<file path="config.mk">
export PLATFORM = sky130hd
export DESIGN_NAME = uart_packet_forwarder
export DESIGN_NICKNAME = d
export VERILOG_FILES = /design/src/rtl/uart_packet_forwarder.sv
export SDC_FILE = /design/constraint.sdc
export NUM_CORES = 1
export LEC_CHECK = 0
export CELL_PAD_IN_SITES_DETAIL_PLACEMENT = 2
export CELL_PAD_IN_SITES_GLOBAL_PLACEMENT = 2
export CORE_UTILIZATION = 30
export DETAILED_ROUTE_END_ITERATION = 10
export PLACE_DENSITY = 0.8
export SYNTH_ARGS = -nofsm -noshare
export SYNTH_HDL_FRONTEND = slang
export SYNTH_SLANG_ARGS = --single-unit
</file>
<file path="constraint.sdc">
create_clock -name clk -period 3.3 [get_ports clk]
set_input_delay 0.66 -clock clk [delete_from_list [all_inputs] [get_ports clk]]
set_output_delay 0.66 -clock clk [all_outputs]
set_load 0.02 [all_outputs]
</file>
<file path="src/rtl/uart_packet_forwarder.sv">
// Packet forwarder: serialises a PKT_BYTES packet into a byte-wide UART transmitter and
// optionally gathers a RSP_BYTES reply under an inter-byte timeout, resending on silence.
module uart_packet_forwarder #(
    parameter int PKT_BYTES   = 18,
    parameter int RSP_BYTES   = 4,
    parameter int TIMEOUT     = 4000000,
    parameter int MAX_RETRIES = 2
) (
    input  logic                   clk,
    input  logic                   reset,
    input  logic                   pkt_valid,
    output logic                   pkt_ready,
    input  logic [PKT_BYTES*8-1:0] pkt_data,
    input  logic                   expect_rsp,
    output logic                   tx_start,
    output logic [7:0]             tx_byte,
    input  logic                   tx_done,
    input  logic                   tx_active,
    input  logic                   rx_valid,
    input  logic [7:0]             rx_byte,
    output logic                   rsp_valid,
    output logic [RSP_BYTES*8-1:0] rsp_data,
    output logic                   done,
    output logic                   err_timeout,
    output logic                   busy,
    output logic [7:0]             retry_count
);

    localparam int IDX_W  = (PKT_BYTES > 1) ? $clog2(PKT_BYTES) : 1;
    localparam int RIDX_W = (RSP_BYTES > 1) ? $clog2(RSP_BYTES) : 1;
    localparam int CNT_W  = $clog2(TIMEOUT);
    localparam logic [IDX_W-1:0]  LAST_IDX    = IDX_W'(PKT_BYTES - 1);
    localparam logic [RIDX_W-1:0] LAST_RIDX   = RIDX_W'(RSP_BYTES - 1);
    localparam logic [CNT_W-1:0]  LAST_CNT    = CNT_W'(TIMEOUT - 1);
    localparam logic [7:0]        RETRY_LIMIT = 8'(MAX_RETRIES);

    typedef enum logic [2:0] {IDLE, SEND, WAIT_TX, RSP_WAIT, FINISH} state_t;

    state_t                 state_reg, state_next;
    logic [PKT_BYTES*8-1:0] pkt_reg, pkt_next;
    logic                   expect_reg, expect_next;
    logic [IDX_W-1:0]       idx_reg, idx_next;
    logic [RIDX_W-1:0]      ridx_reg, ridx_next;
    logic [CNT_W-1:0]       cnt_reg, cnt_next;
    logic [7:0]             retry_reg, retry_next;
    logic [RSP_BYTES*8-1:0] rsp_reg, rsp_next;
    logic [7:0]             tx_byte_reg, tx_byte_next;
    logic                   tx_start_reg, tx_start_next;
    logic                   ok_reg, ok_next;
    logic                   err_reg, err_next;
    logic [7:0]             pkt_bytes [PKT_BYTES];

    generate
        for (genvar gi = 0; gi < PKT_BYTES; gi++) begin : g_pkt_bytes
            assign pkt_bytes[gi] = pkt_reg[gi*8 +: 8];
        end
    endgenerate

    always_ff @(posedge clk) begin
        if (reset) begin
            state_reg    <= IDLE;
            pkt_reg      <= '0;
            expect_reg   <= 1'b0;
            idx_reg      <= '0;
            ridx_reg     <= '0;
            cnt_reg      <= '0;
            retry_reg    <= '0;
            rsp_reg      <= '0;
            tx_byte_reg  <= '0;
            tx_start_reg <= 1'b0;
            ok_reg       <= 1'b0;
            err_reg      <= 1'b0;
        end else begin
            state_reg    <= state_next;
            pkt_reg      <= pkt_next;
            expect_reg   <= expect_next;
            idx_reg      <= idx_next;
            ridx_reg     <= ridx_next;
            cnt_reg      <= cnt_next;
            retry_reg    <= retry_next;
            rsp_reg      <= rsp_next;
            tx_byte_reg  <= tx_byte_next;
            tx_start_reg <= tx_start_next;
            ok_reg       <= ok_next;
            err_reg      <= err_next;
        end
    end

    always_comb begin
        state_next    = state_reg;
        pkt_next      = pkt_reg;
        expect_next   = expect_reg;
        idx_next      = idx_reg;
        ridx_next     = ridx_reg;
        cnt_next      = cnt_reg;
        retry_next    = retry_reg;
        rsp_next      = rsp_reg;
        tx_byte_next  = tx_byte_reg;
        tx_start_next = 1'b0;
        ok_next       = ok_reg;
        err_next      = err_reg;

        case (state_reg)
            IDLE: begin
                if (pkt_valid) begin
                    pkt_next    = pkt_data;
                    expect_next = expect_rsp;
                    idx_next    = '0;
                    ridx_next   = '0;
                    cnt_next    = '0;
                    retry_next  = '0;
                    rsp_next    = '0;
                    ok_next     = 1'b0;
                    err_next    = 1'b0;
                    state_next  = SEND;
                end
            end
            SEND: begin
                // The transmitter may still be shifting out a previous frame.
                if (!tx_active) begin
                    tx_byte_next  = pkt_bytes[idx_reg];
                    tx_start_next = 1'b1;
                    state_next    = WAIT_TX;
                end
            end
            WAIT_TX: begin
                if (tx_done) begin
                    if (idx_reg == LAST_IDX) begin
                        if (expect_reg) begin
                            cnt_next   = '0;
                            ridx_next  = '0;
                            state_next = RSP_WAIT;
                        end else begin
                            state_next = FINISH;
                        end
                    end else begin
                        idx_next   = idx_reg + 1'b1;
                        state_next = SEND;
                    end
                end
            end
            RSP_WAIT: begin
                // A byte arriving on the terminal-count cycle takes priority over the timeout.
                if (rx_valid) begin
                    cnt_next = '0;
                    for (int i = 0; i < RSP_BYTES; i++) begin
                        if (ridx_reg == RIDX_W'(i)) begin
                            rsp_next[i*8 +: 8] = rx_byte;
                        end
                    end
                    if (ridx_reg == LAST_RIDX) begin
                        ok_next    = 1'b1;
                        state_next = FINISH;
                    end else begin
                        ridx_next = ridx_reg + 1'b1;
                    end
                end else if (cnt_reg == LAST_CNT) begin
                    if (retry_reg < RETRY_LIMIT) begin
                        retry_next = retry_reg + 1'b1;
                        idx_next   = '0;
                        ridx_next  = '0;
                        rsp_next   = '0;
                        cnt_next   = '0;
                        state_next = SEND;
                    end else begin
                        err_next   = 1'b1;
                        state_next = FINISH;
                    end
                end else begin
                    cnt_next = cnt_reg + 1'b1;
                end
            end
            FINISH: begin
                ok_next    = 1'b0;
                err_next   = 1'b0;
                state_next = IDLE;
            end
            default: state_next = IDLE;
        endcase
    end

    assign pkt_ready   = (state_reg == IDLE);
    assign busy        = (state_reg != IDLE);
    assign done        = (state_reg == FINISH);
    assign rsp_valid   = done & ok_reg;
    assign err_timeout = done & err_reg;
    assign tx_start    = tx_start_reg;
    assign tx_byte     = tx_byte_reg;
    assign rsp_data    = rsp_reg;
    assign retry_count = retry_reg;

endmodule
</file>
==> results of run 1 <==
-- logic make-up after synthesis --
kind of cell | Yosys count | share of synthesized area
buffers and inverters | 107 | 0.0430
XOR/XNOR | 6 | 0.00521
multiplexers | 46 | 0.0853
flip-flops | 228 | 0.452
adder cells (fa/ha/maj) | 8 | 0.00992
AO/OA/AOI/OAI | 291 | 0.174
AND/OR/NAND/NOR | 508 | 0.230
-- worst max-delay path, cell delays in order, from the launching register on --
cell and delay (ps):
dfxtp_1 650, nor2_1 210, and3_1 230, clkdlybuf4s50_1 540
-- layout by cell type (no fill, tap or decap), types with 14 or more instances in the layout --
cell type	Yosys	routed
nand2_1	329	329
dfxtp_1	228	226
clkdlybuf4s50_1	0	211
a21oi_1	182	182
nand4_1	39	39
mux4_2	32	32
clkbuf_16	0	27
nor2_1	27	26
a22oi_1	25	25
a211oi_1	23	23
nand3_1	20	19
buf_4	0	19
nor3_1	18	18
mux2i_1	14	14
-- cell type report --
class / instances / area share
flip-flops and latches: 228 / 0.338
well taps: 442 / 0.0409
inverters: 13 / 0.00361
repair buffers: 233 / 0.171
diodes: 2 / 0.000370
multi-input cells: 859 / 0.378
clock buffers: 40 / 0.0595
clock inverters: 8 / 0.00852
-- metal layers --
metal / up-vias / wire [µm] / global-route usage
met3: 46 / 1420 / 0.0289
met5: - / 13 / 0
li1: 4587 / - / -
met2: 203 / 18100 / 0.371
met4: 2 / 729 / 0.0559
met1: 4810 / 17300 / 0.292
-- where the power goes --
part | switching (mW) | internal [mW] | total (mW) | leakage, nW
sequential | 0.0847 | 2.89 | 2.98 | 1.86
combinational | 0.490 | 0.381 | 0.871 | 2.22
clock | 1.20 | 1.91 | 3.11 | 0.458
total | 1.78 | 5.18 | 6.96 | 4.54
-- final timing paths --
path	to	cells after the start	slack, ps
min	pkt_reg[105]	2	450
min reg2reg	pkt_reg[105]	2	450
max	rsp_valid	3	480
max reg2reg	cnt_reg[13]	8	530
-- through the flow --
step                      worst slack [ps]  power [mW]  instance area, µm²  utilization
after detailed placement               102        3.91               12600        0.384
final                                  483        6.96               13500        0.412
after floorplan                        329        3.48               10100            -
after global routing                   332        7.23               13500        0.412
after global placement                 232        3.88               12600        0.384
after CTS                              463        7.04               13500        0.412
==> qor.json, run 1 <==
{
  "routing": {
    "drt-initial-drc-count": 481,
    "drtAntennaViolNets": 0,
    "route.detailed.wl_per_inst_um": 20.6,
    "post-route-drc-count": 0,
    "dr.pass1.iters": 5,
    "vias_per_cell": 5.29,
    "route.vias.total": 9648,
    "routed_wire_length_um": 37600
  },
  "global_route": {
    "grt_overflow_total": 0,
    "number_of_global_route_vias_before_repair": 10600,
    "global_route.usage.total": 0.219,
    "grt_pass1_wl_um": 59100,
    "antenna_violations_before_repair": 4,
    "grt_max_degree": 98
  },
  "min_path": {
    "min_path_type": "reg -> reg",
    "hp-start": "pkt_reg[105]"
  },
  "sta": {
    "post_route_clock_skew_ps": 14.0,
    "clock.fmax_ghz": 0.355,
    "timing_hold_violations_final": 0,
    "finalSetupTns_ps": 0,
    "slew_violations": 0,
    "fin_worst_hold_slack_ps": 455,
    "worst_pin_slew_ps": 984,
    "grt_setup_unrepaired": "no",
    "final_min_period_over_clock_period": 0.854,
    "timing.final.crit_period_ps": 2820,
    "timing.max_slew.rel_slack": 0.344,
    "finalSetupViolations": 0
  },
  "run": {
    "max_cap_viol_count": 0
  },
  "power_and_ir_drop": {
    "cellPowerDensity_mw_per_mm2": 515,
    "power.leakage_nw": 4.54,
    "ir_worst_vdd_uv": 390
  },
  "yosys": {
    "synth_seq_area_share": 0.452,
    "synth_largest_type_area_fraction": 0.452,
    "postSynthRegisterBits": 228,
    "synthFlopType": "dfxtp_1",
    "synthesis.area_per_instance_um2": 8.45,
    "syn-instance-count": 1194,
    "asyncSetResetFlopFracSynth": 0,
    "post_synth_instance_area_mm2": 0.0101,
    "synthTopCellsByArea": "dfxtp_1 45%, nand2_1 12%, a21oi_1 9.0%",
    "synth_enable_flop_cells": 0,
    "synth.net_count": 1361,
    "post-synth-top-area-cell": "dfxtp_1",
    "synthMostInstantiatedCell": "nand2_1",
    "synthDistinctLibCells": 57,
    "ys_top_cells_by_count": "329 x nand2_1, 228 x dfxtp_1, 182 x a21oi_1",
    "ys.warnings.count": 0
  },
  "critical_path": {
    "rr_startpoint": "idx_reg[1]",
    "setup_crit_start_kind": "flop",
    "startpoint": "state_reg[1]",
    "cp.required_ps": 2640,
    "timing.critical_path.to_type": "output pin",
    "cp.arrival_ps": 2160,
    "path_class": "reg -> out",
    "crit_fanout": 15
  },
  "final_layout": {
    "area_growth_syn_to_layout_pct": 33.9,
    "largest_register_ff_count": 144,
    "drive_gt1_frac": 0.0789,
    "multi_input_comb_area_mm2": 0.00511,
    "seqCellArea_mm2": 0.00457,
    "final_net_count": 1529,
    "fillers": 3634,
    "post_layout_nonfiller_instances": 1825
  },
  "placement": {
    "dp_hpwl_um": 26100,
    "dpl.cell_count": 1775,
    "portBuffers": 212,
    "finalWeightedCongestion": 0.823
  },
  "die": {
    "design.die.area_mm2": 0.0344,
    "dieHeight_um": 185,
    "initial_core_util": 0.308,
    "ios": 213,
    "fp.dieW_um": 185,
    "design.core.area_mm2": 0.0328,
    "floorplan.rows": 66
  },
  "clock_network": {
    "clk_latency_ps": 530,
    "post_cts_buffers": 0,
    "number_of_buffers_on_the_longest_clock_path": 3,
    "hold_buffers": 0,
    "clkSinkCount": 228,
    "clk_pin_slew_ps": 60,
    "htree_num_levels": 1,
    "cts_root_buffer": "clkbuf_16",
    "number_of_clock_buffers_inserted_by_tritoncts": 27,
    "cts_tree": "done",
    "cts-resized-gates": 0
  },
  "run_status": {
    "status": "complete, no violations"
  }
}
Power figures use the tool's default switching activity.
==> inputs of run 2 (changes only) <==
Settings changed: CORE_ASPECT_RATIO from default to 1.2.
Clock period 3.3 ns to 2.9 ns, I/O delays scaled along.
==> qor.json, run 2 (synthesis results as in run 1) <==
{
  "clock_network": {
    "number_of_buffers_on_the_longest_clock_path": {"value": 3, "change": "unchanged"},
    "cts_root_buffer": "clkbuf_16",
    "htree_num_levels": {"value": 1, "change": "unchanged"},
    "clk_latency": {"value": 530, "unit": "ps", "change": "about the same"},
    "hold_buffers": {"value": 0, "change": "unchanged"},
    "cts-resized-gates": {"value": 0, "change": "unchanged"},
    "post_cts_buffers": {"value": 0, "change": "unchanged"},
    "cts_tree": "done",
    "clkSinkCount": {"value": 228, "change": "unchanged"},
    "number_of_clock_buffers_inserted_by_tritoncts": {"value": 26, "change": "-3.7%"},
    "clk_pin_slew": {"value": 60, "unit": "ps", "change": "about the same"}
  },
  "critical_path": {
    "setup_crit_start_kind": "flop",
    "cp.required": {"value": 2320, "unit": "ps", "change": "-320 ps"},
    "path_cells": "nor2_1 > and3_1 > clkdlybuf4s50_1",
    "reg2reg_slack": {"value": 430, "unit": "ps", "change": "-100 ps"},
    "cpMaxStageDelayCell": "dfxtp_1",
    "worst_r2r_path_depth": {"value": 5, "change": "-3"},
    "critical-path-max-stage-delay": {"value": 630, "unit": "ps", "change": "-20 ps"},
    "timing.critical_path.to_type": "output pin",
    "crit_fanout": {"value": 15, "change": "unchanged"},
    "cp.arrival": {"value": 2130, "unit": "ps", "change": "-30 ps"},
    "path_class": "reg -> out"
  },
  "sta": {
    "clock.fmax_ghz": 0.369,
    "timing.final.crit_period_ps": 2710,
    "timing.final.ws_setup": {"value": 192, "unit": "ps", "change": "-291 ps"},
    "timing_hold_violations_final": {"value": 0, "change": "unchanged"},
    "timing.max_slew.rel_slack": {"value": 0.444, "change": "+0.101"},
    "worst_pin_slew": {"value": 833, "unit": "ps", "change": "-151 ps"},
    "slew_violations": {"value": 0, "change": "unchanged"},
    "grt_setup_unrepaired": "no",
    "finalSetupViolations": {"value": 0, "change": "unchanged"},
    "post_route_clock_skew": {"value": 9.95, "unit": "ps", "change": "-4.08 ps"},
    "final_min_period_over_clock_period": 0.934
  },
  "placement": {
    "dp_worst_setup_slack": {"value": -2.00, "unit": "ps", "change": "-104 ps"},
    "dpl.cell_count": {"value": 1797, "change": "+1.2%"},
    "dp_hpwl": {"value": 26400, "unit": "µm", "change": "+1.2%"},
    "finalWeightedCongestion": {"value": 0.814, "change": "-1.0%"},
    "portBuffers": {"value": 212, "change": "unchanged"}
  },
  "routing": {
    "drtAntennaViolNets": {"value": 0, "change": "unchanged"},
    "route.vias.total": {"value": 9795, "change": "+1.5%"},
    "post-route-drc-count": {"value": 0, "change": "unchanged"},
    "route.detailed.wl_per_inst": {"value": 20.3, "unit": "µm", "change": "-1.7%"},
    "routed_wire_length": {"value": 37300, "unit": "µm", "change": "-0.78%"},
    "drt-initial-drc-count": {"value": 410, "change": "-15%"},
    "vias_per_cell": {"value": 5.32, "change": "+0.59%"},
    "dr.pass1.iters": {"value": 5, "change": "unchanged"}
  },
  "die": {
    "floorplan.rows": {"value": 73, "change": "+11%"},
    "dieHeight": {"value": 203, "unit": "µm", "change": "+9.4%"},
    "initial_core_util": {"value": 0.304, "change": "-0.00345"},
    "fp.dieW": {"value": 169, "unit": "µm", "change": "-8.6%"},
    "design.core.area": {"value": 0.0332, "unit": "mm²", "change": "+1.1%"},
    "design.die.area": {"value": 0.0344, "unit": "mm²", "change": "about the same"},
    "ios": {"value": 213, "change": "unchanged"}
  },
  "run_status": {
    "status": "complete, no violations"
  },
  "min_path": {
    "min_path_type": "reg -> reg",
    "min_path_cells": {"value": 2, "change": "unchanged"}
  },
  "global_route": {
    "grt_pass1_wl": {"value": 59400, "unit": "µm", "change": "+0.54%"},
    "grt_overflow_total": {"value": 0, "change": "unchanged"},
    "antenna_violations_before_repair": {"value": 0, "change": "-4"},
    "grt_max_degree": {"value": 80, "change": "-18%"},
    "number_of_global_route_vias_before_repair": {"value": 10800, "change": "+1.4%"},
    "global_route.usage.total": {"value": 0.218, "change": "-0.00145"}
  },
  "final_layout": {
    "fillers": {"value": 3667, "change": "+0.91%"},
    "area_growth_syn_to_layout_pct": 35.2,
    "drive_gt1_frac": {"value": 0.0869, "change": "+0.00800"},
    "post_layout_nonfiller_instances": {"value": 1842, "change": "+0.93%"},
    "mostFrequentLayoutCells": "329 x nand2_1, 226 x dfxtp_1, 211 x clkdlybuf4s50_1, 182 x a21oi_1, 39 x nand4_1",
    "finalCoreUtilization": {"value": 0.411, "change": "-0.000657"},
    "largest_register_ff_count": {"value": 144, "change": "unchanged"},
    "final_net_count": {"value": 1542, "change": "+0.85%"},
    "layout_commonest_cell": "nand2_1",
    "antenna_diodes": {"value": 0, "change": "-2"}
  },
  "power_and_ir_drop": {
    "power.leakage": {"value": 4.61, "unit": "nW", "change": "+1.5%"},
    "cellPowerDensity": {"value": 579, "unit": "mW/mm²", "change": "+12%"},
    "ir_worst_vdd": {"value": 414, "unit": "µV", "change": "+6.1%"}
  },
  "run": {
    "max_cap_viol_count": {"value": 0, "change": "unchanged"}
  }
}
[run 2: cell types whose count changed in the layout (fill, tap and decap cells not counted)]
cell,change
buf_12,+3
clkinv_4,+3
buf_4,+11
clkbuf_8,-7
diode_2,-2
clkinvlp_4,+1
bufinv_16,+1
clkbuf_1,-1
clkbuf_16,+1
clkinv_2,-1
[run 2: per-layer routing]
layer  track usage  up-vias  routed length, µm
met1         0.252     4944              15200
met3        0.0248       53               1040
met2         0.417      180              20100
met5             0        -                  0
li1              -     4618                  -
met4        0.0589        0                888
[run 2: report_power, final]
part	internal (mW)	switching [mW]
Clock	2.13	1.36
Sequential	3.29	0.0960
Combinational	0.457	0.563
[run 2: cell type report]
class	count	area, µm²	area share
multi-input combinational	859	5110	0.374
clock buffer	33	729	0.0535
sequential	228	4570	0.335
clock inverter	12	174	0.0127
inverter	13	48.8	0.00358
tap	450	563	0.0413
timing repair buffer	247	2450	0.179
[run 2: critical path: cells and delay by family (launching register included)]
kind / cells / cell delay [ps]
flops: 1 / 630
simple gates: 2 / 420
buf+inv: 1 / 550
[run 2: through the flow]
step	total power [mW]	area (µm²)	TNS (ps)	hold WS (ps)
after floorplan	3.96	10100	0	432
after global placement	4.45	12700	0	440
after detailed placement	4.49	12700	-2.00	452
after CTS	8.01	13600	0	457
after global routing	8.22	13600	0	481
final	7.90	13600	0	457
[run 2: worst paths after layout]
path                                   start            to
worst max-delay path            state_reg[1]     rsp_valid
worst min-delay path             pkt_reg[57]   pkt_reg[57]
worst max register to register   cnt_reg[11]  rsp_data[27]
worst min register to register   pkt_reg[57]   pkt_reg[57]
==> inputs of run 3 (changes only) <==
Settings changed: CORE_MARGIN from default to 4, REMOVE_ABC_BUFFERS from default to 1.
==> qor.json, run 3 (synthesis results as in run 1) <==
{
  "sta": {
    "final_min_period_over_clock_period": {"value": 0.943, "change": "+0.00896"},
    "finalSetupViolations": {"value": 0, "change": "unchanged"},
    "finalSetupTns": {"value": 0, "unit": "ps", "change": "unchanged"},
    "grt_setup_unrepaired": "no",
    "slew_violations": {"value": 0, "change": "unchanged"},
    "timing.final.crit_period": {"value": 2730, "unit": "ps", "change": "+26.0 ps"},
    "timing_hold_violations_final": {"value": 0, "change": "unchanged"},
    "fin_worst_hold_slack": {"value": 370, "unit": "ps", "change": "-87.7 ps"},
    "timing.max_slew.rel_slack": {"value": 0.341, "change": "-0.104"},
    "clock.fmax": {"value": 0.366, "unit": "GHz", "change": "-0.95%"},
    "post_route_clock_skew": {"value": 33.1, "unit": "ps", "change": "+23.2 ps"},
    "worst_pin_slew": {"value": 985, "unit": "ps", "change": "+152 ps"}
  },
  "global_route": {
    "grt_max_degree": {"value": 123, "change": "+54%"},
    "antenna_violations_before_repair": {"value": 1, "change": "+1"},
    "grt_overflow_total": {"value": 0, "change": "unchanged"},
    "grt_pass1_wl": {"value": 58200, "unit": "µm", "change": "-2.0%"},
    "number_of_global_route_vias_before_repair": {"value": 10800, "change": "+0.64%"},
    "global_route.usage.total": {"value": 0.193, "change": "-0.0243"}
  },
  "clock_network": {
    "cts_tree": "done",
    "clkSinkCount": {"value": 228, "change": "unchanged"},
    "hold_buffers": {"value": 0, "change": "unchanged"},
    "number_of_clock_buffers_inserted_by_tritoncts": {"value": 26, "change": "unchanged"},
    "clk_latency": {"value": 550, "unit": "ps", "change": "+20 ps"},
    "number_of_buffers_on_the_longest_clock_path": {"value": 3, "change": "unchanged"},
    "cts-resized-gates": {"value": 0, "change": "unchanged"},
    "cts_root_buffer": "clkbuf_16",
    "post_cts_buffers": {"value": 0, "change": "unchanged"},
    "htree_num_levels": {"value": 1, "change": "unchanged"},
    "clk_pin_slew": {"value": 60, "unit": "ps", "change": "about the same"}
  },
  "die": {
    "initial_core_util": {"value": 0.304, "change": "unchanged"},
    "design.die.area": {"value": 0.0366, "unit": "mm²", "change": "+6.6%"},
    "fp.dieW": {"value": 175, "unit": "µm", "change": "+3.5%"},
    "design.core.area": {"value": 0.0332, "unit": "mm²", "change": "unchanged"},
    "ios": {"value": 213, "change": "unchanged"},
    "floorplan.rows": {"value": 73, "change": "unchanged"},
    "dieHeight": {"value": 209, "unit": "µm", "change": "+3.0%"}
  },
  "power_and_ir_drop": {
    "total_power": {"value": 7.46, "unit": "mW", "change": "-5.5%"},
    "power_switching_share": {"value": 0.261, "change": "+0.00496"},
    "ir_worst_vdd": {"value": 343, "unit": "µV", "change": "-17%"},
    "clock_power_share": {"value": 0.417, "change": "-0.025"},
    "internal_power": {"value": 5.52, "unit": "mW", "change": "-6.2%"},
    "combPwrFrac": {"value": 0.130, "change": "about the same"},
    "power.leakage": {"value": 4.53, "unit": "nW", "change": "-1.7%"},
    "cellPowerDensity": {"value": 553, "unit": "mW/mm²", "change": "-4.6%"},
    "switching_power": {"value": 1.95, "unit": "mW", "change": "-3.7%"},
    "seq_power_share": {"value": 0.453, "change": "+0.024"}
  },
  "run": {
    "max_cap_viol_count": {"value": 0, "change": "unchanged"}
  },
  "final_layout": {
    "area_growth_syn_to_layout_pct": 33.9,
    "mostFrequentLayoutCells": "329 x nand2_1, 225 x dfxtp_1, 211 x clkdlybuf4s50_1, 182 x a21oi_1, 39 x nand4_1",
    "fillers": {"value": 3675, "change": "+0.22%"},
    "finalCoreUtilization": {"value": 0.407, "change": "-0.00407"},
    "layout_commonest_cell": "nand2_1",
    "drive_gt1_frac": {"value": 0.0827, "change": "-0.00419"},
    "final_net_count": {"value": 1539, "change": "-0.19%"},
    "largest_register_ff_count": {"value": 144, "change": "unchanged"}
  },
  "run_status": {
    "status": "complete, no violations"
  },
  "critical_path": {
    "worst_r2r_path_depth": {"value": 5, "change": "unchanged"},
    "cp.arrival": {"value": 2150, "unit": "ps", "change": "+20 ps"},
    "path_class": "reg -> out",
    "setup_crit_start_kind": "flop",
    "worst-path-buf-inv": {"value": 1, "change": "unchanged"},
    "reg2reg_slack": {"value": 270, "unit": "ps", "change": "-160 ps"},
    "top_delay_family_on_crit_path": "flip-flops",
    "rr_startpoint": "state_reg[1]",
    "cp.required": {"value": 2320, "unit": "ps", "change": "about the same"},
    "cpMaxStageDelayCell": "dfxtp_1",
    "critical-path-max-stage-delay": {"value": 680, "unit": "ps", "change": "+50 ps"},
    "timing.critical_path.to_type": "output pin",
    "path_cells": "nor2_1 > and3_1 > clkdlybuf4s50_1",
    "crit_fanout": {"value": 15, "change": "unchanged"},
    "crit-reg2reg-capture": "cnt_reg[11]"
  },
  "placement": {
    "dp_hpwl": {"value": 24600, "unit": "µm", "change": "-6.9%"},
    "portBuffers": {"value": 212, "change": "unchanged"},
    "finalWeightedCongestion": {"value": 0.812, "change": "-0.28%"}
  },
  "min_path": {
    "end_of_the_worst_hold_path": "pkt_reg[142]",
    "min_path_type": "in -> reg",
    "min_path_cells": {"value": 2, "change": "unchanged"},
    "hp-start": "reset"
  },
  "routing": {
    "routed_wire_length": {"value": 36600, "unit": "µm", "change": "-2.0%"},
    "route.detailed.wl_per_inst": {"value": 19.9, "unit": "µm", "change": "-1.9%"},
    "post-route-drc-count": {"value": 0, "change": "unchanged"},
    "vias_per_cell": {"value": 5.29, "change": "-0.56%"},
    "route.vias.total": {"value": 9735, "change": "-0.61%"},
    "drt-initial-drc-count": {"value": 422, "change": "+2.9%"},
    "drtAntennaViolNets": {"value": 0, "change": "unchanged"},
    "dr.pass1.iters": {"value": 4, "change": "-1"}
  }
}
run 3: changes by cell type in the layout (fill, tap and decap cells not counted):
cell        before  now
clkbuf_1         4    9
bufinv_16        4    0
clkbuf_8         1    5
clkinv_4         3    0
buf_4           30   28
clkbuf_16       28   26
buf_12           5    4
clkinv_2         4    3
clkinv_8         0    1
clkinvlp_4       1    2
dfxtp_1        226  225
dfxtp_2          1    2
diode_2          0    1
run 3: layout make-up:
class	count	area [µm²]	area share
sequential	228	4570	0.338
clock buffer	40	753	0.0558
multi-input combinational	859	5110	0.378
antenna	1	2.50	0.000185
inverter	13	48.8	0.00361
tap	450	563	0.0417
timing repair buffer	244	2410	0.179
clock inverter	6	46.3	0.00343
run 3: per-stage QoR:
| stage | cell area (µm²) | cells | worst slack, ps |
|---|---|---|---|
| 2_1_floorplan | 9700 | 1100 | -1810 |
| 3_3_place_gp | 12700 | 1794 | -28.9 |
| 3_5_place_dp | 12700 | 1794 | -168 |
| 4_1_cts | 13500 | 1840 | 154 |
| 5_1_grt | 13500 | 1840 | 48.4 |
| 6_report | 13500 | 1841 | 166 |
run 3: worst max-delay path by stage:
stage / slack [ps] / cells past startpoint / to / startpoint
floorplan: -1810 / 5 / rsp_data[10] / state_reg[2]
global placement: -30 / 6 / cnt_reg[4] / pkt_valid
detailed placement: -170 / 7 / cnt_reg[2] / pkt_valid
CTS: 150 / 3 / err_timeout / state_reg[1]
global route: 50 / 3 / err_timeout / state_reg[1]
finish: 170 / 3 / err_timeout / state_reg[1]
run 3: power groups by stage:
stage | Clock (mW) | Combinational [mW] | Sequential (mW)
finish | 3.11 | 0.973 | 3.38
global route | 3.37 | 1.08 | 3.40
CTS | 3.22 | 0.993 | 3.38
detailed placement | 0 | 0.985 | 3.45
global placement | 0 | 0.954 | 3.44
floorplan | 0 | 0.475 | 3.43
run 3: routing by layer:
metal	part of all wire	vias to the layer above	GRT usage
met2	0.53	198	0.370
met3	0.047	52	0.0342
met4	0.022	2	0.0453
li1	-	4606	-
met1	0.40	4877	0.222
met5	0.00036	-	0
